$ cat src/rtl/approx_mul_ha_pipe.sv
// Pipelined unsigned WxW multiplier built from paired partial-product rows, each pair
// compressed by a half-adder row whose low columns can switch to carry-free OR cells.
module approx_mul_ha_pipe #(
    parameter int W           = 8,
    parameter int APPROX_COLS = 3,
    parameter int CNT_W       = 16
) (
    input  logic             clk,
    input  logic             rst_n,
    input  logic             in_valid,
    output logic             in_ready,
    input  logic [W-1:0]     in_x,
    input  logic [W-1:0]     in_y,
    input  logic             in_approx,
    output logic             out_valid,
    input  logic             out_ready,
    output logic [2*W-1:0]   out_prod,
    output logic             out_approx,
    input  logic             cnt_clr,
    output logic [CNT_W-1:0] approx_cnt
);
    localparam int NP   = W / 2;
    localparam int PV_W = W + 2;
    localparam int PW   = 2 * W;

    if ((W % 2) != 0 || W < 4) begin : g_bad_w
        $error("approx_mul_ha_pipe: W must be even and >= 4");
    end
    if (APPROX_COLS < 1 || APPROX_COLS > W) begin : g_bad_cols
        $error("approx_mul_ha_pipe: APPROX_COLS must be in 1..W");
    end

    function automatic logic [CNT_W-1:0] sat_inc(input logic [CNT_W-1:0] v);
        return (&v) ? v : v + CNT_W'(1);
    endfunction

    logic              w_en;
    logic              r_vld_p1, r_vld_p2, r_vld_p3;
    logic              r_apx_p1, r_apx_p2, r_apx_p3;
    logic [W-1:0]      r_x_p1, r_y_p1;
    logic [NP*PV_W-1:0] w_pv_all;
    logic [PW-1:0]     w_prod;

    // The whole pipe moves in lockstep; a stalled output freezes every stage.
    assign w_en     = !out_valid || out_ready;
    assign in_ready = w_en;

    always_ff @(posedge clk or negedge rst_n) begin
        if (!rst_n) begin
            r_vld_p1 <= 1'b0;
            r_vld_p2 <= 1'b0;
            r_vld_p3 <= 1'b0;
        end else if (w_en) begin
            r_vld_p1 <= in_valid;
            r_vld_p2 <= r_vld_p1;
            r_vld_p3 <= r_vld_p2;
        end
    end

    // S1: operand capture
    always_ff @(posedge clk) begin
        if (w_en) begin
            r_x_p1   <= in_x;
            r_y_p1   <= in_y;
            r_apx_p1 <= in_approx;
            r_apx_p2 <= r_apx_p1;
            r_apx_p3 <= r_apx_p2;
        end
    end

    for (genvar k = 0; k < NP; k++) begin : g_pair
        logic [W-1:0]    w_top, w_bot;
        logic [W:0]      w_sum, w_car;
        logic [W:0]      r_sum_p2, r_car_p2;
        logic [PV_W-1:0] r_pv_p3;

        assign w_top = r_y_p1 & {W{r_x_p1[2*k]}};
        assign w_bot = r_y_p1 & {W{r_x_p1[2*k+1]}};

        // S2: half-adder row; bottom row is offset by one column
        always_comb begin
            w_sum    = '0;
            w_car    = '0;
            w_sum[0] = w_top[0];
            w_sum[W] = w_bot[W-1];
            for (int j = 1; j < W; j++) begin
                if (r_apx_p1 && j < APPROX_COLS) begin
                    w_sum[j] = w_top[j] | w_bot[j-1];
                end else begin
                    w_sum[j]   = w_top[j] ^ w_bot[j-1];
                    w_car[j+1] = w_top[j] & w_bot[j-1];
                end
            end
        end

        // S3: carries already sit at their column weight, so a plain add gives the pair value
        always_ff @(posedge clk) begin
            if (w_en) begin
                r_sum_p2 <= w_sum;
                r_car_p2 <= w_car;
                r_pv_p3  <= PV_W'(r_sum_p2) + PV_W'(r_car_p2);
            end
        end

        assign w_pv_all[k*PV_W +: PV_W] = r_pv_p3;
    end

    always_comb begin
        w_prod = '0;
        for (int k = 0; k < NP; k++) begin
            w_prod = w_prod + (PW'(w_pv_all[k*PV_W +: PV_W]) << (2 * k));
        end
    end

    // Output stage: exact accumulation of the weighted pair values
    always_ff @(posedge clk or negedge rst_n) begin
        if (!rst_n) begin
            out_valid  <= 1'b0;
            out_prod   <= '0;
            out_approx <= 1'b0;
        end else if (w_en) begin
            out_valid  <= r_vld_p3;
            out_prod   <= w_prod;
            out_approx <= r_apx_p3;
        end
    end

    always_ff @(posedge clk or negedge rst_n) begin
        if (!rst_n) begin
            approx_cnt <= '0;
        end else if (cnt_clr) begin
            approx_cnt <= '0;
        end else if (out_valid && out_ready && out_approx) begin
            approx_cnt <= sat_inc(approx_cnt);
        end
    end

endmodule

$ cat config.mk
export PLATFORM = sky130hd
export DESIGN_NAME = approx_mul_ha_pipe
export DESIGN_NICKNAME = d
export VERILOG_FILES = /design/src/rtl/approx_mul_ha_pipe.sv
export SDC_FILE = /design/constraint.sdc
export NUM_CORES = 1
export LEC_CHECK = 0
export BUFFER_PORTS_ARGS = -buffer_cell sky130_fd_sc_hd__clkbuf_2
export CAP_MARGIN = 20
export CELL_PAD_IN_SITES_DETAIL_PLACEMENT = 1
export CELL_PAD_IN_SITES_GLOBAL_PLACEMENT = 2
export CORE_ASPECT_RATIO = 1.25
export CORE_MARGIN = 2
export CORE_UTILIZATION = 38
export DETAILED_ROUTE_END_ITERATION = 16
export PLACE_DENSITY = 0.89
export SLEW_MARGIN = 20
export SYNTH_ARGS = -nofsm -noshare
export SYNTH_HDL_FRONTEND = slang
export SYNTH_SLANG_ARGS = --single-unit
$ cat constraint.sdc
create_clock -name clk -period 6.8 [get_ports clk]
set_input_delay 1.36 -clock clk [delete_from_list [all_inputs] [get_ports clk]]
set_output_delay 1.36 -clock clk [all_outputs]
set_load 0.02 [all_outputs]
==> run_results.csv <==
group,metric,value,unit
status,status,"completed",
placement,dp_hpwl,12350,µm
worst_setup_path,cp_cell_sequence,"clkbuf_2 > nor2b_2 > buf_4 > inv_6 > clkbuf_2",
power,p_leak,4.455,nW
sta,fin_crit,3.834,ns
clocking,postCtsHoldBufs,0,
worst_setup_path,critPathBufInv,4,
clocking,cts_tree,"done",
die,die_area,23530,µm²
sta,grt_setup_unrepaired,"false",
worst_setup_path,cp_top_family,"buffers and inverters",
clocking,clk_root_buffer_cell,"clkbuf_16",
die,num_rows,61,
logic_synthesis,yosys_warnings,0,
clocking,h-tree-depth,4,
worst_setup_path,crit_arrival,2.47,ns
grt,grt_max_degree,78,
clocking,cts_setup_buffers,0,
routing,antenna_left,0,
clocking,cts_max_path_buffers,2,
cells_and_area,drive_gt1_share,12.15,%
logic_synthesis,ys_ff_latch,160,
sta,setup_violations,0,
clocking,cts.sinks,160,
worst_setup_path,cp_common_cell,"clkbuf_2",
die,core-area,22060,µm²
logic_synthesis,yosysUniqueCellTypes,49,
logic_synthesis,synth_edf_count,123,
placement,gp_congestion,0.7992,
power,vdd_drop_max,0.2502,mV
die,fp.dieW,137.6,µm
sta,relSlewSlack,35.88,%
worst_setup_path,cp-start-kind,"primary input",
clocking,cts_resized,0,
clocking,clk_pin_slew,0.07,ns
placement,portBuffers,56,
routing,vias,5243,
placement,dpl_cell_area,9094,µm²
logic_synthesis,synth_nets,836,
cells_and_area,num-nets-final,904,
worst_setup_path,max_stage_delay,0.44,ns
logic_synthesis,synth_cells,709,
worst_setup_path,critical_path_class,"in2out",
power,p_per_area,557.7,nW/µm²
routing,dr.pass1.iters,5,
routing,routed_wl,16630,µm
grt,antenna_found_initial,0,
grt,grt_pass1_wl,27280,µm
logic_synthesis,syn-cell-area,8478,µm²
logic_synthesis,async_flop_share,23.13,%
job,drv_cap,0,
worst_setup_path,path_max_fanout,68,
sta,worst_pin_slew,0.9618,ns
routing,drcViolationCount,0,
die,io_pins,57,
cells_and_area,syn_to_final_growth,14.42,%
sta,fin_skew,0.01074,ns
routing,vias_per_cell,4.886,
worst_hold_path,hp-class,"reg2reg",
sta,final.setup.tns,0,ns
worst_setup_path,slowest_stage,"inv_6",
cells_and_area,multi_input_area,3490,µm²
die,initial_core_util,38.44,%
sta,final_max_slew_viol_count,0,
die,die_h,171,µm
logic_synthesis,ys.flop_type,"edfxtp_1",
grt,first_global_vias,5684,
cells_and_area,seqCellArea,4619,µm²
sta,max_freq,0.2608,GHz
clocking,cts_made_buffers,17,
grt,groute.usage.overall,15.17,%
grt,grt_overflow,0,
logic_synthesis,ys_seq_area_share,54.49,%
routing,routedWlPerCell,15.50,µm
cells_and_area,mostFrequentLayoutCells,"123 x edfxtp_1, 88 x ha_1, 87 x inv_1",
sta,final.period_utilization,56.38,%
cells_and_area,design_area,9701,µm²
logic_synthesis,syn_area_per_cell,11.96,µm²
sta,hold_viol_final,0,
routing,drt_iter0_drc,211,
cells_and_area,num-fill-cells,2330,
cells_and_area,final_common_cell,"edfxtp_1",
cells_and_area,diodes,0,
worst_setup_path,endpoint_kind,"primary output",
worst_setup_path,required,5.44,ns
clocking,clk_latency,0.43,ns
[final cells by class]
type                    count  share of cell area, %
flip-flops and latches    160                  47.62
multi-input cells         452                  35.97
clock inverters            15                  1.870
clock buffers              17                  4.385
repair buffers             58                  3.044
inverters                  88                  3.457
well taps                 283                  3.650
[worst reg2reg max path, stage by stage (launching register included)]
cell      delay [ns]
edfxtp_1        0.35
inv_1           0.06
fa_1            0.54
inv_1           0.05
ha_1            0.28
ha_1            0.24
fa_1            0.44
a211oi_1        0.25
o21ai_0         0.20
a41oi_1         0.37
mux2i_1         0.24
nand2_1         0.07
[power breakdown]
group | leakage, nW | switching (W) | internal (W)
sequential | 1.77 | 0.000198 | 0.00157
combinational | 2.39 | 0.00156 | 0.00112
clock | 0.295 | 0.000414 | 0.000553
[cell usage after synthesis (16+ instances only)]
master	number	area, µm²
nor2_1	39	146.4
nor2b_1	16	100.1
o21ai_0	17	85.08
nand2_1	76	285.3
and2_1	49	306.5
xnor2_1	26	227.7
dfrtp_1	37	925.9
ha_1	88	1101
inv_1	88	330.3
a21oi_1	18	90.09
nor3_1	18	90.09
edfxtp_1	123	3694
fa_1	17	340.3
[per-stage QoR]
step	power [W]	setup slack, ns	cells	util [%]	hold WS (ns)
2_1_floorplan	0.003794	0.1006	709	-	0.4003
3_3_place_gp	0.004316	2.942	1041	41.23	0.4006
3_5_place_dp	0.004487	2.920	1041	41.23	0.4066
4_1_cts	0.005500	2.916	1073	43.98	0.4219
5_1_grt	0.005908	2.857	1073	43.98	0.4261
6_report	0.005410	2.966	1073	43.98	0.4208
[flip-flops by register name, summed over array words and instances, names as in the netlist]
| signal | cells |
|---|---|
| approx_cnt | 16 |
| g_pair.r_car_p2 | 28 |
| g_pair.r_pv_p3 | 40 |
| g_pair.r_sum_p2 | 36 |
| out_approx | 1 |
| out_prod | 16 |
| out_valid | 1 |
| r_apx_p1 | 1 |
| r_apx_p2 | 1 |
| r_apx_p3 | 1 |
| r_vld_p1 | 1 |
| r_vld_p2 | 1 |
| r_vld_p3 | 1 |
| r_x_p1 | 8 |
| r_y_p1 | 8 |
[path summary, 6_finish.rpt]
kind	from	endpoint	slack, ns	depth (start not counted)
max	out_ready	in_ready	2.97	5
min	g_pair[0].r_sum_p2[0]$_DFFE_PP_	g_pair[0].r_pv_p3[0]$_DFFE_PP_	0.42	0
max reg2reg	g_pair[0].r_pv_p3[4]$_DFFE_PP_	out_prod[14]$_DFFE_PN0P_	3.59	11
min reg2reg	g_pair[0].r_sum_p2[0]$_DFFE_PP_	g_pair[0].r_pv_p3[0]$_DFFE_PP_	0.42	0
max in group asynchronous	rst_n	out_prod[13]$_DFFE_PN0P_	5.14	1
min in group asynchronous	rst_n	approx_cnt[6]$_DFFE_PN0P_	1.07	1
[cells by family after synthesis]
kind of cell / share of synthesized area (%)
XOR/XNOR: 3.306
AO/OA/AOI/OAI: 5.313
flip-flops: 54.49
buffers and inverters: 4.383
AND/OR/NAND/NOR: 14.09
adder cells (fa/ha/maj): 17.00
multiplexers: 1.417
[metal layers]
layer	GRT usage (%)	vias up	part of all wire [%]
met5	0	-	0
met2	28.66	73	55
met1	16.17	2568	40
met3	3.289	18	3.3
li1	-	2584	-
met4	5.917	0	1.6
Power figures use the tool's default switching activity.
